--- src/rtl/perip_pkg.sv ---
// Shared constants and CTRL register layout for the peripheral timer.
package perip_pkg;

    typedef enum logic [1:0] {
        TMR_CTRL    = 2'd0,
        TMR_COUNT   = 2'd1,
        TMR_COMPARE = 2'd2,
        TMR_STATUS  = 2'd3
    } tmr_reg_e;

    localparam int unsigned CTRL_ENABLE_BIT      = 0;
    localparam int unsigned CTRL_INT_EN_BIT      = 1;
    localparam int unsigned CTRL_AUTO_RELOAD_BIT = 2;
    localparam int unsigned CTRL_PRESCALE_LSB    = 8;
    localparam int unsigned CTRL_PRESCALE_MSB    = 15;

    localparam logic [31:0] TMR_ADDR_BASE = 32'h2000_0000;

    typedef struct packed {
        logic       enable;
        logic       int_en;
        logic       auto_reload;
        logic [7:0] prescale;
    } ctrl_t;

    function automatic logic [31:0] ctrl_pack(input ctrl_t c);
        logic [31:0] w;
        w                                         = '0;
        w[CTRL_ENABLE_BIT]                        = c.enable;
        w[CTRL_INT_EN_BIT]                        = c.int_en;
        w[CTRL_AUTO_RELOAD_BIT]                   = c.auto_reload;
        w[CTRL_PRESCALE_MSB:CTRL_PRESCALE_LSB]    = c.prescale;
        return w;
    endfunction

    function automatic ctrl_t ctrl_unpack(input logic [31:0] w);
        ctrl_t c;
        c.enable      = w[CTRL_ENABLE_BIT];
        c.int_en      = w[CTRL_INT_EN_BIT];
        c.auto_reload = w[CTRL_AUTO_RELOAD_BIT];
        c.prescale    = w[CTRL_PRESCALE_MSB:CTRL_PRESCALE_LSB];
        return c;
    endfunction

endpackage

--- src/rtl/tick_prescaler.sv ---
// Divides the clock by prescale+1, producing a one-cycle tick while enabled.
module tick_prescaler (
    input  logic       clk,
    input  logic       rst,
    input  logic       enable,
    input  logic [7:0] prescale,
    input  logic       clear,
    output logic       tick
);

    logic [7:0] pre_cnt;

    assign tick = enable && (pre_cnt == prescale);

    always_ff @(posedge clk) begin
        if (rst || clear || !enable) begin
            pre_cnt <= '0;
        end else if (tick) begin
            pre_cnt <= '0;
        end else begin
            pre_cnt <= pre_cnt + 8'd1;
        end
    end

endmodule

--- src/rtl/perip_timer.sv ---
// Memory-mapped compare timer: CTRL/COUNT/COMPARE/STATUS registers, prescaled
// counting and a level interrupt on compare match.
module perip_timer
    import perip_pkg::*;
#(
    parameter logic [31:0] ADDR_BASE = TMR_ADDR_BASE
) (
    input  logic        clk,
    input  logic        rst,
    input  logic        req_i,
    input  logic        wr_en_i,
    input  logic [31:0] addr_i,
    input  logic [31:0] data_i,
    output logic [31:0] data_o,
    output logic        int_o
);

    ctrl_t       ctrl;
    logic [31:0] count;
    logic [31:0] compare;
    logic        pending;

    logic        sel;
    logic        wr;
    tmr_reg_e    reg_idx;
    logic        tick;
    logic        match;
    logic        unused_addr;

    assign sel         = req_i && (addr_i[31:4] == ADDR_BASE[31:4]);
    assign wr          = sel && wr_en_i;
    assign reg_idx     = tmr_reg_e'(addr_i[3:2]);
    assign match       = tick && (count == compare);
    assign unused_addr = ^addr_i[1:0];

    tick_prescaler u_prescaler (
        .clk      (clk),
        .rst      (rst),
        .enable   (ctrl.enable),
        .prescale (ctrl.prescale),
        .clear    (wr && (reg_idx == TMR_CTRL)),
        .tick     (tick)
    );

    // Bus writes are applied after the tick update so they take priority,
    // except the pending set which must beat a same-cycle W1C.
    always_ff @(posedge clk) begin
        if (rst) begin
            ctrl    <= '0;
            count   <= '0;
            compare <= '0;
            pending <= 1'b0;
        end else begin
            if (tick) begin
                if (count == compare) begin
                    if (ctrl.auto_reload) begin
                        count <= '0;
                    end else begin
                        ctrl.enable <= 1'b0;
                    end
                end else begin
                    count <= count + 32'd1;
                end
            end

            if (wr) begin
                case (reg_idx)
                    TMR_CTRL:    ctrl    <= ctrl_unpack(data_i);
                    TMR_COUNT:   count   <= data_i;
                    TMR_COMPARE: compare <= data_i;
                    TMR_STATUS:  if (data_i[0]) pending <= 1'b0;
                    default:     ;
                endcase
            end

            if (match) begin
                pending <= 1'b1;
            end
        end
    end

    always_comb begin
        data_o = '0;
        if (sel && !wr_en_i) begin
            case (reg_idx)
                TMR_CTRL:    data_o = ctrl_pack(ctrl);
                TMR_COUNT:   data_o = count;
                TMR_COMPARE: data_o = compare;
                TMR_STATUS:  data_o = {31'd0, pending};
                default:     data_o = '0;
            endcase
        end
    end

    assign int_o = pending && ctrl.int_en;

endmodule
--- config.mk ---
export PLATFORM = sky130hd
export DESIGN_NAME = perip_timer
export DESIGN_NICKNAME = d
export VERILOG_FILES = /design/src/rtl/perip_pkg.sv /design/src/rtl/tick_prescaler.sv /design/src/rtl/perip_timer.sv
export SDC_FILE = /design/constraint.sdc
export NUM_CORES = 1
export LEC_CHECK = 0
export ABC_AREA = 1
export CAP_MARGIN = 0
export CORE_MARGIN = 2
export CORE_UTILIZATION = 35
export CTS_CLUSTER_DIAMETER = 60
export CTS_CLUSTER_SIZE = 16
export DETAILED_ROUTE_END_ITERATION = 10
export SLEW_MARGIN = 15
export SYNTH_ARGS = -nofsm -noshare
export SYNTH_HDL_FRONTEND = slang
export SYNTH_SLANG_ARGS = --single-unit
--- constraint.sdc ---
create_clock -name clk -period 1.8 [get_ports clk]
set_clock_uncertainty 0.15 [all_clocks]
set_input_delay 0.36 -clock clk [delete_from_list [all_inputs] [get_ports clk]]
set_output_delay 0.36 -clock clk [all_outputs]
set_load 0.01 [all_outputs]
==> results.sh, run 1 <==
export IMPL_cts_root_buffer="clkbuf_16"
export IMPL_grt_max_degree=36
export IMPL_grt_pass1_vias=7750
export IMPL_r2r_start="count[4]$_SDFF_PP0_"
export IMPL_r2r_end="count[30]$_SDFF_PP0_"
export IMPL_syn_to_final_growth_pct=65.7
export IMPL_grt_util_all_layers_pct=27.4
export IMPL_fp_dieH_um=139
export IMPL_rsz0062_at_grt="true"
export IMPL_core_area_um2=17900
export IMPL_hold_path_end="count[29]$_SDFF_PP0_"
export IMPL_dp_hpwl_um=18600
export IMPL_layout_common_cells="nand2_1, buf_4, inv_1, nor2_1, nand3_1"
export IMPL_synth_area_um2=6360
export IMPL_arrival_ns=1.76
export IMPL_synth_warning_count=0
export IMPL_drive_gt1_share_pct=32.5
export IMPL_grt_busiest_layer="met2"
export IMPL_viasPerCell=5.02
export IMPL_vdd_drop_max_mv=0.482
export IMPL_clkTransAtPathRegs_ns=0.07
export IMPL_hold_path_class="register to register"
export IMPL_fin_ws_ns=-0.472
export IMPL_power_mw=4.14
export IMPL_max_clock_path_buffers=2
export IMPL_rr_worst_depth=13
export IMPL_cellPowerDensity_nw_per_um2=393
export IMPL_worstPathRequired_ns=1.29
export IMPL_status="complete, but fails checks"
export IMPL_route_detailed_drc=2
export IMPL_io_buffers=98
export IMPL_final_nets=1474
export IMPL_postSynthAreaPerCell_um2=5.61
export IMPL_slew_viol_final=0
export IMPL_min_delay_start="count[29]$_SDFF_PP0_"
export IMPL_detailroute_via_count=8222
export IMPL_dr_first_iter_drc_count=722
export IMPL_hold_depth=2
export IMPL_ys_ff_latch=84
export IMPL_synth_nets=1204
export IMPL_wl_per_cell_um=16.8
export IMPL_use_met1_pct=35.1
export IMPL_ant_nets=0
export IMPL_grt_pass1_wl_um=41600
export IMPL_final_common_cell="nand2_1"
export IMPL_initial_core_util_pct=35.5
export IMPL_setup_viol=99
export IMPL_finalHoldViolCount=0
export IMPL_r2r_slack_ns=-0.22
export IMPL_maxSlewHeadroom_pct=75.4
export IMPL_seq_area_um2=1730
export IMPL_fillers=1705
export IMPL_antenna_cells=0
export IMPL_die_area_um2=19300
export IMPL_tightest_slew_ns=0.366
export IMPL_clock_sinks=84
export IMPL_design_area_um2=10500
export IMPL_die_w_um=139
export IMPL_clk_latency_ns=0.36
export IMPL_worst_path_max_fanout=8
export IMPL_violations="design-rule violations, negative setup slack"
export IMPL_ys_seq_area_share_pct=26.4
export IMPL_postSynthCellCount=1134
export IMPL_antenna_found_initial=1
export IMPL_htreeDepth=3
export IMPL_overflow=0
export IMPL_critPathCaptureType="primary output"
export IMPL_cts_buffers=9
export IMPL_gr_usage_met3_pct=5.28
export IMPL_leakage_nw=4.84
export IMPL_max_freq_mhz=440
export IMPL_synth_cell_type_count=30
export IMPL_cp_start_kind="input port"
export IMPL_drt_first_pass_iters=8
export IMPL_boundaryPins=101
export IMPL_use_met2_pct=45.8
export IMPL_cts_tree="built"
export IMPL_path_class="input port to primary output"
export IMPL_period_share_pct=126
export IMPL_period_needed_ns=2.27
export IMPL_multi_input_area_um2=4630
export IMPL_final_setup_tns_ns=-23.33
export IMPL_maxCapViolCount=0
export IMPL_timing_hold_ws_ns=0.349
export IMPL_row_count=49
export IMPL_gp_congestion=0.941
export IMPL_drt_wl_total_um=27500
export IMPL_placed_area_um2=9180
-- cells in the mapped netlist, drive strengths merged --
master / instances / area share, %
nand2: 368 / 22
buf: 28 / 2.6
nor4: 3 / 0.29
ha: 2 / 0.39
nor3: 40 / 3.1
or2: 2 / 0.20
inv: 142 / 8.4
or3: 1 / 0.098
clkinv: 2 / 0.12
nand3: 78 / 6.1
a21oi: 54 / 4.2
clkbuf: 34 / 2.1
nand3b: 1 / 0.12
o21ai: 81 / 6.4
a31oi: 10 / 0.98
xnor2: 21 / 2.9
nor2: 142 / 8.8
xor2: 21 / 2.9
nor3b: 4 / 0.47
nand4: 16 / 1.6
dfxtp: 84 / 26
-- how the worst max path moves through the flow --
| stage | depth (start not counted) | slack (ns) | from | end |
|---|---|---|---|---|
| finish | 9 | -0.47 | addr_i[24] | data_o[9] |
| global route | 8 | -0.54 | addr_i[22] | data_o[12] |
| CTS | 9 | -0.60 | addr_i[26] | data_o[7] |
| detailed placement | 9 | -1.15 | addr_i[17] | data_o[4] |
| global placement | 9 | -1.15 | addr_i[27] | data_o[16] |
| floorplan | 7 | -0.13 | addr_i[5] | data_o[10] |
-- stage by stage --
step,instances,setup WS (ns),util (%)
after floorplan,1134,-0.126,-
after global placement,1588,-1.15,51.3
after detailed placement,1588,-1.15,51.3
after CTS,1627,-0.600,56.0
after global routing,1637,-0.539,58.9
final,1637,-0.472,58.9
-- state kept, by name, summed over array words and instances, names as in the netlist --
register and cells:
pending 1, count 32, u_prescaler.pre_cnt 8, compare 32, ctrl 11
-- cells by family after synthesis --
kind of cell	count (synthesis)	share of synthesized area, %
AO/OA/AOI/OAI	145	11.6
XOR/XNOR	42	5.78
adder cells (fa/ha/maj)	2	0.393
buffers and inverters	206	13.1
flip-flops	84	26.4
AND/OR/NAND/NOR	655	42.7
-- final cells by class --
type	count	area share (%)
clock buffers	11	2.30
clock inverters	4	0.474
inverters	144	5.24
multi-input cells	844	43.9
flip-flops and latches	84	16.4
well taps	229	2.72
repair buffers	321	29.0
-- layer usage --
metal  vias to the layer above  share of wire [%]
li1                       4104                  -
met1                      3729                 42
met2                       328                 47
met3                        61                7.3
met4                         0                3.3
met5                         -                  0
-- worst max-delay path, cell delays in order --
cell	delay (ns)
clkdlybuf4s15_1	0.18
nor2_1	0.09
nor3b_2	0.21
nand3_2	0.14
nor2_4	0.17
nand2_8	0.13
buf_12	0.18
a31oi_4	0.16
buf_6	0.13
-- report_power, final --
group          switching, mW  internal (mW)  total [mW]
Combinational          0.176          0.170       0.346
Clock                  0.838           1.11        1.94
Sequential     0.00000000126           1.85        1.85
-- repair_timing --
item,CTS,global route
gates resized for setup,265,182
pin swaps,40,53
gates cloned,11,3
setup endpoints to repair,117,116
hold buffers,0,0
setup buffers,14,13
Power figures use the tool's default switching activity.
==> run 2, diff against run 1 <==
--- a/config.mk
+++ b/config.mk
@@ -7,11 +7,13 @@
 export LEC_CHECK = 0
 export ABC_AREA = 1
 export CAP_MARGIN = 0
+export CORE_ASPECT_RATIO = 1.75
 export CORE_MARGIN = 2
-export CORE_UTILIZATION = 35
+export CORE_UTILIZATION = 50
 export CTS_CLUSTER_DIAMETER = 60
 export CTS_CLUSTER_SIZE = 16
 export DETAILED_ROUTE_END_ITERATION = 10
+export PLACE_DENSITY = 0.78
 export SLEW_MARGIN = 15
 export SYNTH_ARGS = -nofsm -noshare
 export SYNTH_HDL_FRONTEND = slang
==> results.sh, run 2 (synthesis results as in run 1) <==
export IMPL_status="complete, but fails checks"
export IMPL_violations="negative setup slack"
export IMPL_final_common_cell="nand2_1"
export IMPL_grt_busiest_layer="met2"
export IMPL_layout_common_cells="nand2_1, buf_4, inv_1, nor2_1, dfxtp_1"
export IMPL_drive_gt1_share_pct=35.6
export IMPL_route_detailed_drc=0
export IMPL_io_buffers=98
export IMPL_worst_path_max_fanout=56
export IMPL_boundaryPins=101
export IMPL_reg_largest_list="compare: 32 flops, count: 32 flops, ctrl: 11 flops"
export IMPL_maxSlewHeadroom_pct=76.3
export IMPL_finalHoldViolCount=0
export IMPL_max_clock_path_buffers=2
export IMPL_clk_latency_ns=0.35
export IMPL_antenna_found_initial=2
export IMPL_final_nets=1482
export IMPL_period_share_pct=127
export IMPL_arrival_ns=2.39
export IMPL_detailroute_via_count=9216
export IMPL_placed_area_um2=9200
export IMPL_setup_viol=110
export IMPL_maxCapViolCount=0
export IMPL_use_met1_pct=41.2
export IMPL_clock_sinks=84
export IMPL_worst_path_buf_inv=7
export IMPL_grt_pass1_wl_um=44700
export IMPL_cp_slowest_stage_delay_ns=0.31
export IMPL_cts_buffers=9
export IMPL_core_area_um2=12400
export IMPL_gp_congestion=1.02
export IMPL_cts_tree="built"
export IMPL_cp_start_kind="input port"
export IMPL_place_ws_ns=-1.15
export IMPL_dr_first_iter_drc_count=829
export IMPL_crit_end="count[18]$_SDFF_PP0_"
export IMPL_drt_first_pass_iters=8
export IMPL_cts_root_buffer="clkbuf_16"
export IMPL_row_count=54
export IMPL_holdBufCountCts=0
export IMPL_hold_path_class="register to register"
export IMPL_initial_core_util_pct=51.2
export IMPL_wl_per_cell_um=19.5
export IMPL_cp_depth=14
export IMPL_cp_top_family="simple AND/OR/NAND/NOR gates"
export IMPL_slew_viol_final=0
export IMPL_fp_dieH_um=153
export IMPL_overflow=0
export IMPL_fin_ws_ns=-0.493
export IMPL_cpMaxStageDelayCell="o21ai_1"
export IMPL_grt_util_all_layers_pct=42.9
export IMPL_power_mw=4.18
export IMPL_path_class="input port to register"
export IMPL_leakage_nw=5.06
export IMPL_rsz0062_at_grt="true"
export IMPL_clkTransAtPathRegs_ns=0.07
export IMPL_vdd_drop_max_mv=0.540
export IMPL_die_area_um2=13700
export IMPL_startpoint="addr_i[4]"
export IMPL_syn_to_final_growth_pct=67.2
export IMPL_design_area_um2=10600
export IMPL_use_met2_pct=73.7
export IMPL_viasPerCell=5.81
export IMPL_htreeDepth=3
export IMPL_grt_pass1_vias=9080
export IMPL_ant_nets=0
export IMPL_rr_worst_depth=15
export IMPL_die_w_um=89.3
export IMPL_r2r_slack_ns=-0.46
export IMPL_hold_depth=2
export IMPL_fillers=761
export IMPL_drt_wl_total_um=30900
export IMPL_grt_max_degree=57
export IMPL_gr_usage_met3_pct=9.50
export IMPL_period_needed_ns=2.29
export IMPL_worstPathCellList="buf_6 > or2_4 > nor2_2 > nand4_1 > nor2_4 > buf_4 > buf_4 > buf_6 > nand3_2 > buf_12 > o21ai_1 > inv_1 > nand2_1 > inv_1"
export IMPL_critPathCaptureType="register"
export IMPL_timing_hold_ws_ns=0.365
export IMPL_dp_hpwl_um=19000
export IMPL_tightest_slew_ns=0.355
export IMPL_r2r_start="compare[16]$_SDFFE_PP0P_"
export IMPL_worstPathRequired_ns=1.90
export IMPL_r2r_end="count[18]$_SDFF_PP0_"
export IMPL_max_freq_mhz=436
export IMPL_cellPowerDensity_nw_per_um2=393
## run 2: layout make-up
| cell class | count | area [µm²] | area share (%) |
|---|---|---|---|
| diodes | 2 | 5.00 | 0.0470 |
| clock buffers | 9 | 225 | 2.12 |
| clock inverters | 7 | 76.3 | 0.717 |
| inverters | 144 | 558 | 5.24 |
| multi-input cells | 844 | 4770 | 44.8 |
| flip-flops and latches | 84 | 1730 | 16.2 |
| well taps | 168 | 210 | 1.98 |
| repair buffers | 329 | 3070 | 28.9 |
## run 2: worst min-delay path by stage
| stage | from | end |
|---|---|---|
| final | count[29]$_SDFF_PP0_ | count[29]$_SDFF_PP0_ |
| after CTS | pending$_SDFFE_PP0P_ | pending$_SDFFE_PP0P_ |
| after global placement | pending$_SDFFE_PP0P_ | pending$_SDFFE_PP0P_ |
| after floorplan | rst | pending$_SDFFE_PP0P_ |
| after detailed placement | pending$_SDFFE_PP0P_ | pending$_SDFFE_PP0P_ |
| after global routing | count[29]$_SDFF_PP0_ | count[29]$_SDFF_PP0_ |
## run 2: stage by stage
stage	util (%)	TNS (ns)	cells
detailed placement	74.0	-88.14	1534
global placement	74.0	-84.20	1534
global route	85.6	-36.00	1587
CTS	82.3	-21.20	1578
finish	85.6	-29.70	1587
floorplan	-	-3.76	1134
## run 2: where the power goes
group | internal, mW | total [mW] | switching, mW
logic | 0.176 | 0.371 | 0.195
registers | 1.85 | 1.85 | 0.00000000140
clock network | 1.08 | 1.96 | 0.876
## run 2: repair_timing
action                     in CTS  in global routing
setup endpoints to repair     117                116
gates cloned                   11                  1
setup buffers                  18                 10
pin swaps                      55                 70
gates resized for setup       344                141
## run 2: per-layer routing
| layer | routed length [µm] | share of wire [%] | vias up |
|---|---|---|---|
| met5 | 0 | 0 | - |
| met4 | 3470 | 11 | 0 |
| met3 | 2510 | 8.1 | 246 |
| met2 | 15500 | 50 | 599 |
| met1 | 9400 | 30 | 4262 |
| li1 | - | - | 4109 |
## run 2: worst register-to-register path, stage by stage, from the launching register on
cell     delay (ns)
dfxtp_4        0.38
xnor2_4        0.22
buf_6          0.15
nand2_2        0.05
nor2_2         0.09
nand2_2        0.10
nor2_4         0.12
buf_6          0.12
nand2_8        0.10
buf_12         0.19
nand2_4        0.06
nand2_2        0.05
nand2_1        0.07
nand3_1        0.10
nand2_1        0.14
inv_1          0.06
==> run 3, diff against run 2 <==
--- a/config.mk
+++ b/config.mk
@@ -9,11 +9,11 @@
 export CAP_MARGIN = 0
 export CORE_ASPECT_RATIO = 1.75
 export CORE_MARGIN = 2
-export CORE_UTILIZATION = 50
+export CORE_UTILIZATION = 35
 export CTS_CLUSTER_DIAMETER = 60
 export CTS_CLUSTER_SIZE = 16
 export DETAILED_ROUTE_END_ITERATION = 10
-export PLACE_DENSITY = 0.78
+export PLACE_DENSITY = 0.52
 export SLEW_MARGIN = 15
 export SYNTH_ARGS = -nofsm -noshare
 export SYNTH_HDL_FRONTEND = slang
==> constraint.sdc (replaced) <==
create_clock -name clk -period 2.9 [get_ports clk]
set_clock_uncertainty 0.15 [all_clocks]
set_input_delay 0.58 -clock clk [delete_from_list [all_inputs] [get_ports clk]]
set_output_delay 0.58 -clock clk [all_outputs]
set_load 0.01 [all_outputs]
==> results.sh, run 3 (synthesis results as in run 1) <==
export IMPL_period_share_pct=97.4
export IMPL_overflow=0
export IMPL_r2r_slack_ns=0.51
export IMPL_initial_core_util_pct=35.6
export IMPL_max_clock_path_buffers=2
export IMPL_p_int_mw=2.06
export IMPL_min_delay_start="u_prescaler.pre_cnt[0]$_SDFF_PP0_"
export IMPL_maxCapViolCount=0
export IMPL_critPathCaptureType="primary output"
export IMPL_clkTransAtPathRegs_ns=0.06
export IMPL_r2r_end="count[27]$_SDFF_PP0_"
export IMPL_htreeDepth=3
export IMPL_cts_root_buffer="clkbuf_16"
export IMPL_clk_latency_ns=0.35
export IMPL_p_comb_share_pct=7.4
export IMPL_setup_viol=0
export IMPL_fin_ws_ns=0.0750
export IMPL_r2r_start="count[4]$_SDFF_PP0_"
export IMPL_grt_pass1_wl_um=38700
export IMPL_dr_first_iter_drc_count=341
export IMPL_worst_path_max_fanout=10
export IMPL_status="complete, no violations"
export IMPL_antenna_cells=0
export IMPL_worst_path_buf_inv=3
export IMPL_final_setup_tns_ns=0
export IMPL_reg_largest_list="compare: 32 flops, count: 32 flops, ctrl: 11 flops"
export IMPL_seqPwrFrac_pct=43.5
export IMPL_core_area_um2=17900
export IMPL_arrival_ns=2.09
export IMPL_boundaryPins=101
export IMPL_die_area_um2=19300
export IMPL_antenna_found_initial=0
export IMPL_final_nets=1298
export IMPL_drive_gt1_share_pct=9.73
export IMPL_rr_worst_depth=10
export IMPL_period_needed_ns=2.82
export IMPL_max_freq_mhz=354
export IMPL_timing_hold_ws_ns=0.341
export IMPL_drt_first_pass_iters=5
export IMPL_fp_dieH_um=182
export IMPL_io_buffers=98
export IMPL_cp_start_kind="input port"
export IMPL_clkPwrFrac_pct=49.1
export IMPL_p_switching_mw=0.594
export IMPL_leakage_nw=3.68
export IMPL_viasPerCell=4.99
export IMPL_grt_pass1_vias=7171
export IMPL_holdBufCountCts=0
export IMPL_hold_path_class="register to register"
export IMPL_clock_sinks=84
export IMPL_gp_congestion=0.916
export IMPL_route_detailed_drc=0
export IMPL_drt_wl_total_um=24400
export IMPL_cellPowerDensity_nw_per_um2=328
export IMPL_ant_nets=0
export IMPL_vdd_drop_max_mv=0.228
export IMPL_cp_top_family="simple AND/OR/NAND/NOR gates"
export IMPL_cts_tree="built"
export IMPL_row_count=65
export IMPL_grt_max_degree=47
export IMPL_cp_depth=9
export IMPL_final_instance_count_excl_fill=1467
export IMPL_path_class="input port to primary output"
export IMPL_place_ws_ns=-0.565
export IMPL_worstPathRequired_ns=2.17
export IMPL_tightest_slew_ns=0.797
export IMPL_final_core_utilization_pct=45.1
export IMPL_detailroute_via_count=7323
export IMPL_syn_to_final_growth_pct=26.9
export IMPL_cp_slowest_stage_delay_ns=0.24
export IMPL_wl_per_cell_um=16.6
export IMPL_slew_viol_final=0
export IMPL_cpMaxStageDelayCell="dlygate4sd2_1"
export IMPL_final_common_cell="nand2_1"
export IMPL_switching_share_pct=22.4
export IMPL_cts_buffers=9
export IMPL_worstPathCellList="dlygate4sd2_1 > or2_1 > nor3_2 > nand3_2 > nor2_4 > nand2_4 > buf_6 > a21oi_1 > clkdlybuf4s15_2"
export IMPL_finalHoldViolCount=0
export IMPL_layout_common_cells="nand2_1, inv_1, nor2_1, dfxtp_1, nand3_1"
export IMPL_hold_depth=1
export IMPL_dp_cells=1448
export IMPL_dp_hpwl_um=18500
export IMPL_grt_util_all_layers_pct=25.9
export IMPL_die_w_um=106
export IMPL_hold_path_end="u_prescaler.pre_cnt[0]$_SDFF_PP0_"
export IMPL_maxSlewHeadroom_pct=46.8
==> run 3: routing by layer <==
layer	global-route usage [%]	vias up	wire length [µm]
met5	0	-	0
met4	12.6	0	1130
met3	2.96	53	1080
met2	49.1	225	13100
met1	27.8	3307	9130
li1	-	3738	-
==> run 3: timing repair <==
item | 4_1_cts | 5_1_grt
setup buffers | 2 | 0
gates cloned | 2 | 0
setup endpoints to repair | 32 | 32
gates resized for setup | 157 | 17
endpoints found under the hold margin | 0 | 0
pin swaps | 12 | 7
==> run 3: cell type report <==
class	count	area (µm²)
inverter	144	541
tap	234	293
sequential	84	1680
clock inverter	3	68.8
clock buffer	13	260
fill	2022	9820
multi-input combinational	844	3950
timing repair buffer	145	1280
==> run 3: worst max-delay path by stage <==
stage | startpoint | end | slack (ns)
CTS | addr_i[23] | data_o[1] | -0.01
global placement | addr_i[27] | data_o[2] | -0.54
floorplan | addr_i[27] | data_o[10] | 0.42
finish | addr_i[26] | data_o[24] | 0.08
detailed placement | addr_i[27] | data_o[2] | -0.57
global route | addr_i[26] | data_o[24] | -0.006
==> run 3: stage by stage <==
step           cell area, µm²  power, mW
3_3_place_gp             7760       1.38
2_1_floorplan            6360       1.24
5_1_grt                  8080       2.74
6_report                 8080       2.65
4_1_cts                  8060       2.68
3_5_place_dp             7760       1.38
==> run 3: power groups by stage <==
| stage | sequential [mW] | combinational, mW | clock (mW) |
|---|---|---|---|
| 6_report | 1.15 | 0.196 | 1.30 |
| 2_1_floorplan | 1.18 | 0.0595 | 0 |
| 4_1_cts | 1.15 | 0.197 | 1.33 |
| 3_5_place_dp | 1.18 | 0.204 | 0 |
| 5_1_grt | 1.15 | 0.213 | 1.37 |
| 3_3_place_gp | 1.18 | 0.204 | 0 |
